`config.mk`:
```
export PLATFORM = sky130hd
export DESIGN_NAME = controle_multiciclo
export DESIGN_NICKNAME = d
export VERILOG_FILES = /design/src/rtl/controle_multiciclo.sv
export SDC_FILE = /design/constraint.sdc
export NUM_CORES = 1
export LEC_CHECK = 0
export CORE_MARGIN = 5
export CORE_UTILIZATION = 36
export DETAILED_ROUTE_END_ITERATION = 10
export PLACE_DENSITY_LB_ADDON = 0.2
export SLEW_MARGIN = 20
export SYNTH_ARGS = -nofsm -noshare
export SYNTH_HDL_FRONTEND = slang
export SYNTH_SLANG_ARGS = --single-unit
export TNS_END_PERCENT = 20
```
`constraint.sdc`:
```
create_clock -name clk -period 1.38 [get_ports clk]
set_input_delay 0.138 -clock clk [delete_from_list [all_inputs] [get_ports clk]]
set_output_delay 0.138 -clock clk [all_outputs]
set_load 0.1 [all_outputs]
```
`src/rtl/controle_multiciclo.sv`:
```
// rtl/controle_multiciclo.sv - multicycle control FSM (IF/ID/EX/MEM/WB) with memory handshake.
// Optional instruction counter output enabled by macro CONTROLE_INSTR_CNT_EN.
module controle_multiciclo (
  input  logic        clk,
  input  logic        rst,
  input  logic [3:0]  opcode,
  input  logic        zero,
  input  logic        mem_ready,
  output logic        mem_req,
  output logic        ir_we,
  output logic        pc_we,
  output logic        b_mx,
  output logic        j_mx,
  output logic        r_mx,
  output logic        se_mx,
  output logic        d_mx,
  output logic [3:0]  ula,
  output logic        we,
  output logic        re
`ifdef CONTROLE_INSTR_CNT_EN
  ,
  output logic [15:0] instr_cnt
`endif
);

  typedef enum logic [2:0] {S_IF, S_ID, S_EX, S_MEM, S_WB} state_t;

  state_t     state_q, state_d;
  logic [3:0] op_q, op_d;

  logic is_branch, is_jump, is_load, is_store, is_mem, is_alu;
  logic [3:0] alu_ula;

  assign is_branch = (op_q == 4'b0000);
  assign is_jump   = (op_q == 4'b0001);
  assign is_load   = (op_q == 4'b0010);
  assign is_store  = (op_q == 4'b0011);
  assign is_mem    = is_load | is_store;
  assign is_alu    = (op_q[3:2] != 2'b00);

  // 1000-1111 map to opcode-1000, i.e. the low three bits
  always_comb begin
    case (op_q)
      4'b0100: alu_ula = 4'b0100;
      4'b0101: alu_ula = 4'b0101;
      4'b0110: alu_ula = 4'b1000;
      4'b0111: alu_ula = 4'b1001;
      default: alu_ula = {1'b0, op_q[2:0]};
    endcase
  end

  always_ff @(posedge clk or posedge rst) begin
    if (rst) begin
      state_q <= S_IF;
      op_q    <= 4'b0000;
    end else begin
      state_q <= state_d;
      op_q    <= op_d;
    end
  end

  always_comb begin
    state_d = state_q;
    op_d    = op_q;
    case (state_q)
      S_IF: begin
        if (mem_ready) begin
          op_d    = opcode;
          state_d = S_ID;
        end
      end
      S_ID: state_d = S_EX;
      S_EX: begin
        if (is_branch || is_jump) state_d = S_IF;
        else if (is_mem)          state_d = S_MEM;
        else                      state_d = S_WB;
      end
      S_MEM: begin
        if (mem_ready) state_d = is_load ? S_WB : S_IF;
      end
      S_WB:    state_d = S_IF;
      default: state_d = S_IF;
    endcase
  end

  // rst gates the outputs directly so they drop without waiting for a clock edge
  always_comb begin
    mem_req = 1'b0;
    ir_we   = 1'b0;
    pc_we   = 1'b0;
    b_mx    = 1'b0;
    j_mx    = 1'b0;
    r_mx    = 1'b0;
    se_mx   = 1'b0;
    d_mx    = 1'b0;
    ula     = 4'b0000;
    we      = 1'b0;
    re      = 1'b0;
    if (!rst) begin
      case (state_q)
        S_IF: begin
          mem_req = 1'b1;
          ir_we   = mem_ready;
          pc_we   = mem_ready;
        end
        S_EX: begin
          if (is_branch) begin
            b_mx  = 1'b1;
            pc_we = zero;
          end else if (is_jump) begin
            j_mx  = 1'b1;
            pc_we = 1'b1;
          end else if (is_alu) begin
            ula = alu_ula;
          end
        end
        S_MEM: begin
          mem_req = 1'b1;
          we      = is_store;
        end
        S_WB: begin
          re = 1'b1;
          if (is_alu) begin
            d_mx  = 1'b1;
            ula   = alu_ula;
            r_mx  = (op_q == 4'b0100) || (op_q == 4'b0101);
            se_mx = (op_q == 4'b0100) || (op_q == 4'b0101);
          end
        end
        default: ;
      endcase
    end
  end

`ifdef CONTROLE_INSTR_CNT_EN
  logic [15:0] cnt_q, cnt_d;

  always_comb begin
    cnt_d = cnt_q;
    if (state_q != S_IF && state_d == S_IF) cnt_d = cnt_q + 16'd1;
  end

  always_ff @(posedge clk or posedge rst) begin
    if (rst) cnt_q <= 16'd0;
    else     cnt_q <= cnt_d;
  end

  assign instr_cnt = cnt_q;
`endif

endmodule

```
==> results of run 1 <==
## through the flow
stage	utilization	setup TNS (ps)
finish	0.849	-4530
global route	0.849	-5950
CTS	0.828	-4350
detailed placement	0.751	-3370
global placement	0.751	-3160
floorplan	-	-9380
## metal layers
metal / share of wire / vias up
met1: 0.41 / 308
met5: 0 / -
li1: - / 304
met4: 0 / 0
met2: 0.54 / 20
met3: 0.048 / 0
## synthesized netlist by cell type, drive strengths merged
master / n / area share
a2111oi: 1 / 0.028
a21boi: 1 / 0.021
a22oi: 1 / 0.014
and3: 5 / 0.059
and4b: 2 / 0.038
buf: 7 / 0.083
dfrtp: 7 / 0.33
inv: 1 / 0.0071
nand2: 15 / 0.11
nand2b: 1 / 0.012
nor2: 5 / 0.035
nor2b: 3 / 0.035
nor3: 4 / 0.038
nor3b: 1 / 0.014
nor4: 1 / 0.012
nor4b: 3 / 0.061
nor4bb: 1 / 0.019
o211a: 1 / 0.019
o21a: 1 / 0.014
o21ai: 2 / 0.019
or4b: 1 / 0.019
xnor2: 1 / 0.017
## cell families (layout without fill, tap and decap cells)
group / count (synthesis) / in the layout / synth area share
buffers and inverters: 8 / 45 / 0.0896
flip-flops: 7 / 7 / 0.330
AO/OA/AOI/OAI: 7 / 7 / 0.116
XOR/XNOR: 1 / 1 / 0.0165
AND/OR/NAND/NOR: 42 / 42 / 0.448
## power by group through the flow
stage | Combinational, mW | Clock, mW | Sequential, mW
6_report | 1.79 | 0.186 | 0.423
5_1_grt | 1.89 | 0.204 | 0.437
3_3_place_gp | 1.53 | 0 | 0.390
3_5_place_dp | 1.56 | 0 | 0.399
4_1_cts | 1.70 | 0.190 | 0.411
2_1_floorplan | 1.03 | 0 | 0.365
## worst max-delay path by stage
stage	end	slack [ps]	cells past startpoint
floorplan	se_mx	-1180	4
global placement	ir_we	-310	4
detailed placement	ir_we	-310	4
CTS	pc_we	-400	3
global route	ula[3]	-540	6
finish	ula[3]	-430	6
## placed cells by master (no fill, tap or decap)
master and instances:
nor3_2 1, buf_6 6, clkbuf_4 3, clkbuf_1 1, and3_1 1, xnor2_1 1
nand2_2 2, and4b_1 2, clkdlybuf4s50_1 7, a2111oi_2 1, or4b_4 1, nor4_4 1
nor2_1 3, nor2b_1 2, nand2_1 13, dfrtp_1 6, nand2b_1 1, nor4b_2 2
o21ai_0 2, nor3b_4 1, inv_1 1, nor2b_2 1, nor4b_4 1, a22oi_1 1
buf_4 13, nor2_2 2, and3_4 4, buf_12 14, nor4bb_1 1, a21boi_4 1
o211a_1 1, nor3_1 3, o21a_2 1, dfrtp_2 1
## critical path, delay by kind of cell (launching register included)
family | cells | cell delay [ps]
xor+xnor | 1 | 110
simple gates | 2 | 430
flops | 1 | 390
buf+inv | 3 | 490
## flip-flops by register name, indices dropped and copies added (netlist names)
signal and cells:
op_q 4, state_q 3
## cell type report
class	instances	area [sq um]	area share
clock buffers	4	26.3	0.0229
inverters	1	3.75	0.00328
multi-input cells	50	405	0.354
flip-flops and latches	7	176	0.154
well taps	15	18.8	0.0164
repair buffers	40	515	0.450
## what timing repair did
action                     CTS  global route
hold endpoints to repair     0             0
pin swaps                    5             5
gates resized for setup     15             7
buffers inserted             2             0
hold buffers                 0             0
setup endpoints to repair   19            19
==> summary.md, run 1 <==
| Metric | Value |
|---|---|
| Placed Area | `0.00101 sq mm` |
| Final Hold Vio Count | `0` |
| Diodes inserted | `0` |
| Slew @ Worst Pin | `350 ps` |
| Hold_sp | `opcode[3]` |
| Reg2reg path depth | `4` |
| CTS Buf Count | `3` |
| Kind of critical path | `register to output pin` |
| Critical path startpoint category | `register` |
| Clock skew | `0.829 ps` |
| Clock power frac | `0.078` |
| Post-DR vias/cell | `5.40` |
| Synth cell types | `25` |
| Tightest Hold Check Type | `input port to register` |
| Busiest grt layer | `met2` |
| Clock tree buffer depth | `2` |
| Final WS setup | `-425 ps` |
| Worst hold path endpoint | `op_q[3]` |
| Crit path DAT | `1670 ps` |
| Max FO, Critical Path | `4` |
| Comb power frac | `0.746` |
| Clock root cell | `clkbuf_4` |
| Fin crit period | `1810 ps` |
| Die Y | `48.4 um` |
| Detail Route Antenna Nets | `0` |
| Tcrit/Tclk final | `1.31` |
| Slowest CP cell | `dfrtp_1` |
| Largest net degree at the start of global routing | `11` |
| Rows | `13` |
| YS warnings | `0` |
| Seq pwr share | `0.176` |
| Vias in the first global route | `664` |
| Failing checks | `negative setup slack` |
| GR Util met3 | `0.0550` |
| Die area | `0.00234 sq mm` |
| CTS tree | `built` |
| Mapped Nets | `73` |
| DR DRC count | `0` |
| Fin. max-slew vios | `0` |
| Initial drt markers | `10` |
| DP Cell Count | `111` |
| P_sw | `1.18 mW` |
| Max transition margin | `0.765` |
| Met1 Use GR | `0.188` |
| Post-synthesis register bit count | `7` |
| H-Tree Level Count | `1` |
| R2R Setup Slk | `20 ps` |
| Worst EP required | `1240 ps` |
| # fillers | `74` |
| Max_cap viols | `0` |
| Die W | `48.4 um` |
| Synth Area per Inst | `8.16 sq um` |
| Routing usage on met2 | `0.265` |
| Crit-path cells | `buf_6 -> xnor2_1 -> nor3_1 -> buf_4 -> and4b_1 -> buf_12` |
| Pre-CTS setup slack | `-309 ps` |
| TritonRoute pass-1 iters | `4` |
| Sequential area share after synthesis | `0.330` |
| Clock latency on the worst-skew pair | `250 ps` |
| CTS Sinks | `7` |
| Max Clock Freq | `554 MHz` |
| Worst R2R End | `op_q[0]` |
| Post-synthesis cell area | `531 sq um` |
| # IOs | `22` |
| Worst Hold Slack | `414 ps` |
| Design area | `0.00115 sq mm` |
| Final setup fails | `14` |
| Hold depth | `3` |
| Total power | `2.40 mW` |
| Global-route usage over all layers | `0.156` |
| Total core area | `0.00135 sq mm` |
| Total congestion overflow | `0` |
| P_int | `1.22 mW` |
| Area growth, synth to finish | `116%` |
| Worst path max stage delay | `390 ps` |
| First-pass GRT wire length | `2970 um` |
| Placer congestion estimate | `0.796` |
| Antenna violations before repair | `0` |
| VDD IR max | `1.33 mV` |
| Reg clk slew, reported paths | `50 ps` |
| Share of post-route cells with drive strength above 1 | `0.549` |
| Post-synthesis cell count | `65` |
| Critical path origin | `state_q[2]` |
| CP Capture Type | `output pin` |
| Non-filler cells, final | `117` |
| Port buffer count | `21` |
| Pwr per Cell Area | `2090 mW/mm^2` |
| Final Routed Wirelength | `1810 um` |
| Status | `finished, violations left` |
| RSZ-0062 raised after global routing | `true` |
| Initial Util | `0.393` |
| DP Wirelength | `1290 um` |
| Nets@finish | `111` |
| Vias | `632` |
| Switching share of power | `0.490` |
| LEAKAGE | `0.508 nW` |
| Avg WL per Cell | `15.5 um` |
| FF-to-FF Start | `state_q[1]` |
Note: power is estimated with default switching activity, not from simulation.
==> run 2: changes to the inputs <==
Settings changed: REMOVE_ABC_BUFFERS from default to 1.
==> run 2 against run 1 <==
Effect of this change: the flow still finishes with violations (negative setup slack); hold slack got worse by 290 ps; final cell count down 1.7%; sequential cell count did not move; clock skew about the same; clock power shrank 3%; total power shrank 4.6%; critical path depth decreased by 3; register-to-register slack lost 30 ps; highest routed layer is now met4; cell area down 2.3%; global-route usage decreased by 2.5 points; fmax increased by 1.0%.
==> summary.md, run 2 (synthesized netlist as in run 1, its figures left out) <==
| Metric | Value |
|---|---|
| Post-DR vias/cell | `5.24` |
| FF-to-FF Start | `state_q[0]` |
| Avg WL per Cell | `14.1 um` |
| Slew @ Worst Pin | `348 ps` |
| VDD IR max | `1.11 mV` |
| Final WS setup | `-407 ps` |
| TritonRoute pass-1 iters | `4` |
| Vias | `603` |
| Placer congestion estimate | `0.802` |
| Most frequent cells in the layout | `14 x buf_12, 12 x buf_4, 11 x nand2_1` |
| Biggest register | `op_q` |
| Fin. max-slew vios | `0` |
| Antenna violations before repair | `0` |
| Detail Route Antenna Nets | `0` |
| Max_cap viols | `0` |
| Layout Utilization | `0.829` |
| Met1 Use GR | `0.151` |
| Critical path startpoint category | `register` |
| Tightest Hold Check Type | `input port to asynchronous set/reset pin` |
| # IOs | `22` |
| Reg clk slew, reported paths | `50 ps` |
| RSZ-0062 raised after global routing | `true` |
| DP Cell Count | `110` |
| Status | `finished, violations left` |
| Commonest non-fill, non-tap cell in the layout | `buf_12` |
| CP delay by family, top | `simple AND/OR/NAND/NOR gates` |
| CP Capture Type | `output pin` |
| LEAKAGE | `0.505 nW` |
| Die W | `48.4 um` |
| Port buffer count | `21` |
| Failing checks | `negative setup slack` |
| Worst path max stage delay | `580 ps` |
| Fin crit period | `1790 ps` |
| Buf+Inv Stages, Crit Path | `1` |
| Area growth, synth to finish | `111%` |
| Clock latency on the worst-skew pair | `250 ps` |
| Total congestion overflow | `0` |
| R2R Setup Slk | `-10 ps` |
| Rows | `13` |
| Total core area | `0.00135 sq mm` |
| Reg2reg path depth | `4` |
| Worst EP required | `1240 ps` |
| CTS tree | `built` |
| Die area | `0.00234 sq mm` |
| Share of post-route cells with drive strength above 1 | `0.520` |
| DR DRC count | `0` |
| Clock skew | `0.460 ps` |
| Busiest grt layer | `met2` |
| Non-filler cells, final | `115` |
| Clock tree buffer depth | `2` |
| Vias in the first global route | `555` |
| Largest net degree at the start of global routing | `11` |
| Global-route usage over all layers | `0.132` |
| Crit path DAT | `1650 ps` |
| Max FO, Critical Path | `3` |
| Pwr per Cell Area | `2040 mW/mm^2` |
| Diodes inserted | `0` |
| Initial drt markers | `6` |
| Slowest CP cell | `or4b_4` |
| Max transition margin | `0.768` |
| Max reg flops | `4` |
| Worst R2R End | `op_q[3]` |
| Final setup fails | `15` |
| GR Util met3 | `0.0336` |
| Largest registers | `op_q (4), state_q (3)` |
| Kind of critical path | `register to output pin` |
| Crit-path cells | `or4b_4 -> a21boi_4 -> buf_12` |
| Final Routed Wirelength | `1620 um` |
| Max Clock Freq | `560 MHz` |
| H-Tree Level Count | `1` |
| CTS Hold Bufs | `0` |
| Tcrit/Tclk final | `1.29` |
| Clock root cell | `clkbuf_4` |
| CTS Sinks | `7` |
| Initial Util | `0.393` |
| Final Hold Vio Count | `0` |
| Nets@finish | `109` |
| First-pass GRT wire length | `2550 um` |
| Routing usage on met2 | `0.220` |
| DP Wirelength | `1170 um` |
| CTS Buf Count | `3` |
| Die Y | `48.4 um` |
[run 2: worst max-delay path by stage]
stage	end	cells after the start	start	slack, ps
global placement	ir_we	4	mem_ready	-300
global route	ula[3]	5	state_q[1]	-480
floorplan	r_mx	2	state_q[0]	-2740
finish	pc_we	3	state_q[0]	-410
CTS	pc_we	3	state_q[2]	-380
detailed placement	ir_we	4	mem_ready	-310
[run 2: layer usage]
| layer | vias up | share of wire |
|---|---|---|
| li1 | 298 | - |
| met1 | 277 | 0.40 |
| met2 | 24 | 0.51 |
| met3 | 4 | 0.068 |
| met4 | 0 | 0.024 |
| met5 | - | 0 |
[run 2: tightest hold or removal path: stages]
cell	delay, ps
dlymetal6s2s_1	220
buf_4	190
inv_1	210
[run 2: final cells by class]
type                    instances  area (sq um)
repair buffers                 38           499
multi-input cells              50           397
fillers                        77           230
flip-flops and latches          7           175
clock buffers                   4          26.3
well taps                      15          18.8
inverters                       1          3.75
[run 2: what timing repair did]
item / CTS / global route
setup buffers: 0 / 1
gates resized for setup: 12 / 14
pin swaps: 1 / 6
endpoints found under the setup margin: 19 / 18
[run 2: where the power goes]
part	switching (mW)	internal, mW
registers	0.117	0.304
logic	0.954	0.734
clock network	0.0704	0.110
[run 2: metrics by stage]
step / cell area (sq um) / total power, mW / hold WS [ps] / TNS (ps) / worst slack (ps)
after floorplan: 487 / 1.18 / -58.6 / -15950 / -2740
after global placement: 976 / 1.82 / 571 / -2980 / -296
after detailed placement: 976 / 1.86 / 584 / -3160 / -306
after CTS: 1060 / 2.16 / 403 / -4340 / -383
after global routing: 1120 / 2.42 / 150 / -5480 / -476
final: 1120 / 2.29 / 126 / -4420 / -407
==> run 3: changes to the inputs <==
Settings changed: CAP_MARGIN from default to 0.
==> results of run 3 <==
Same layout as run 2: the final DEF is identical, and so are final timing and power.
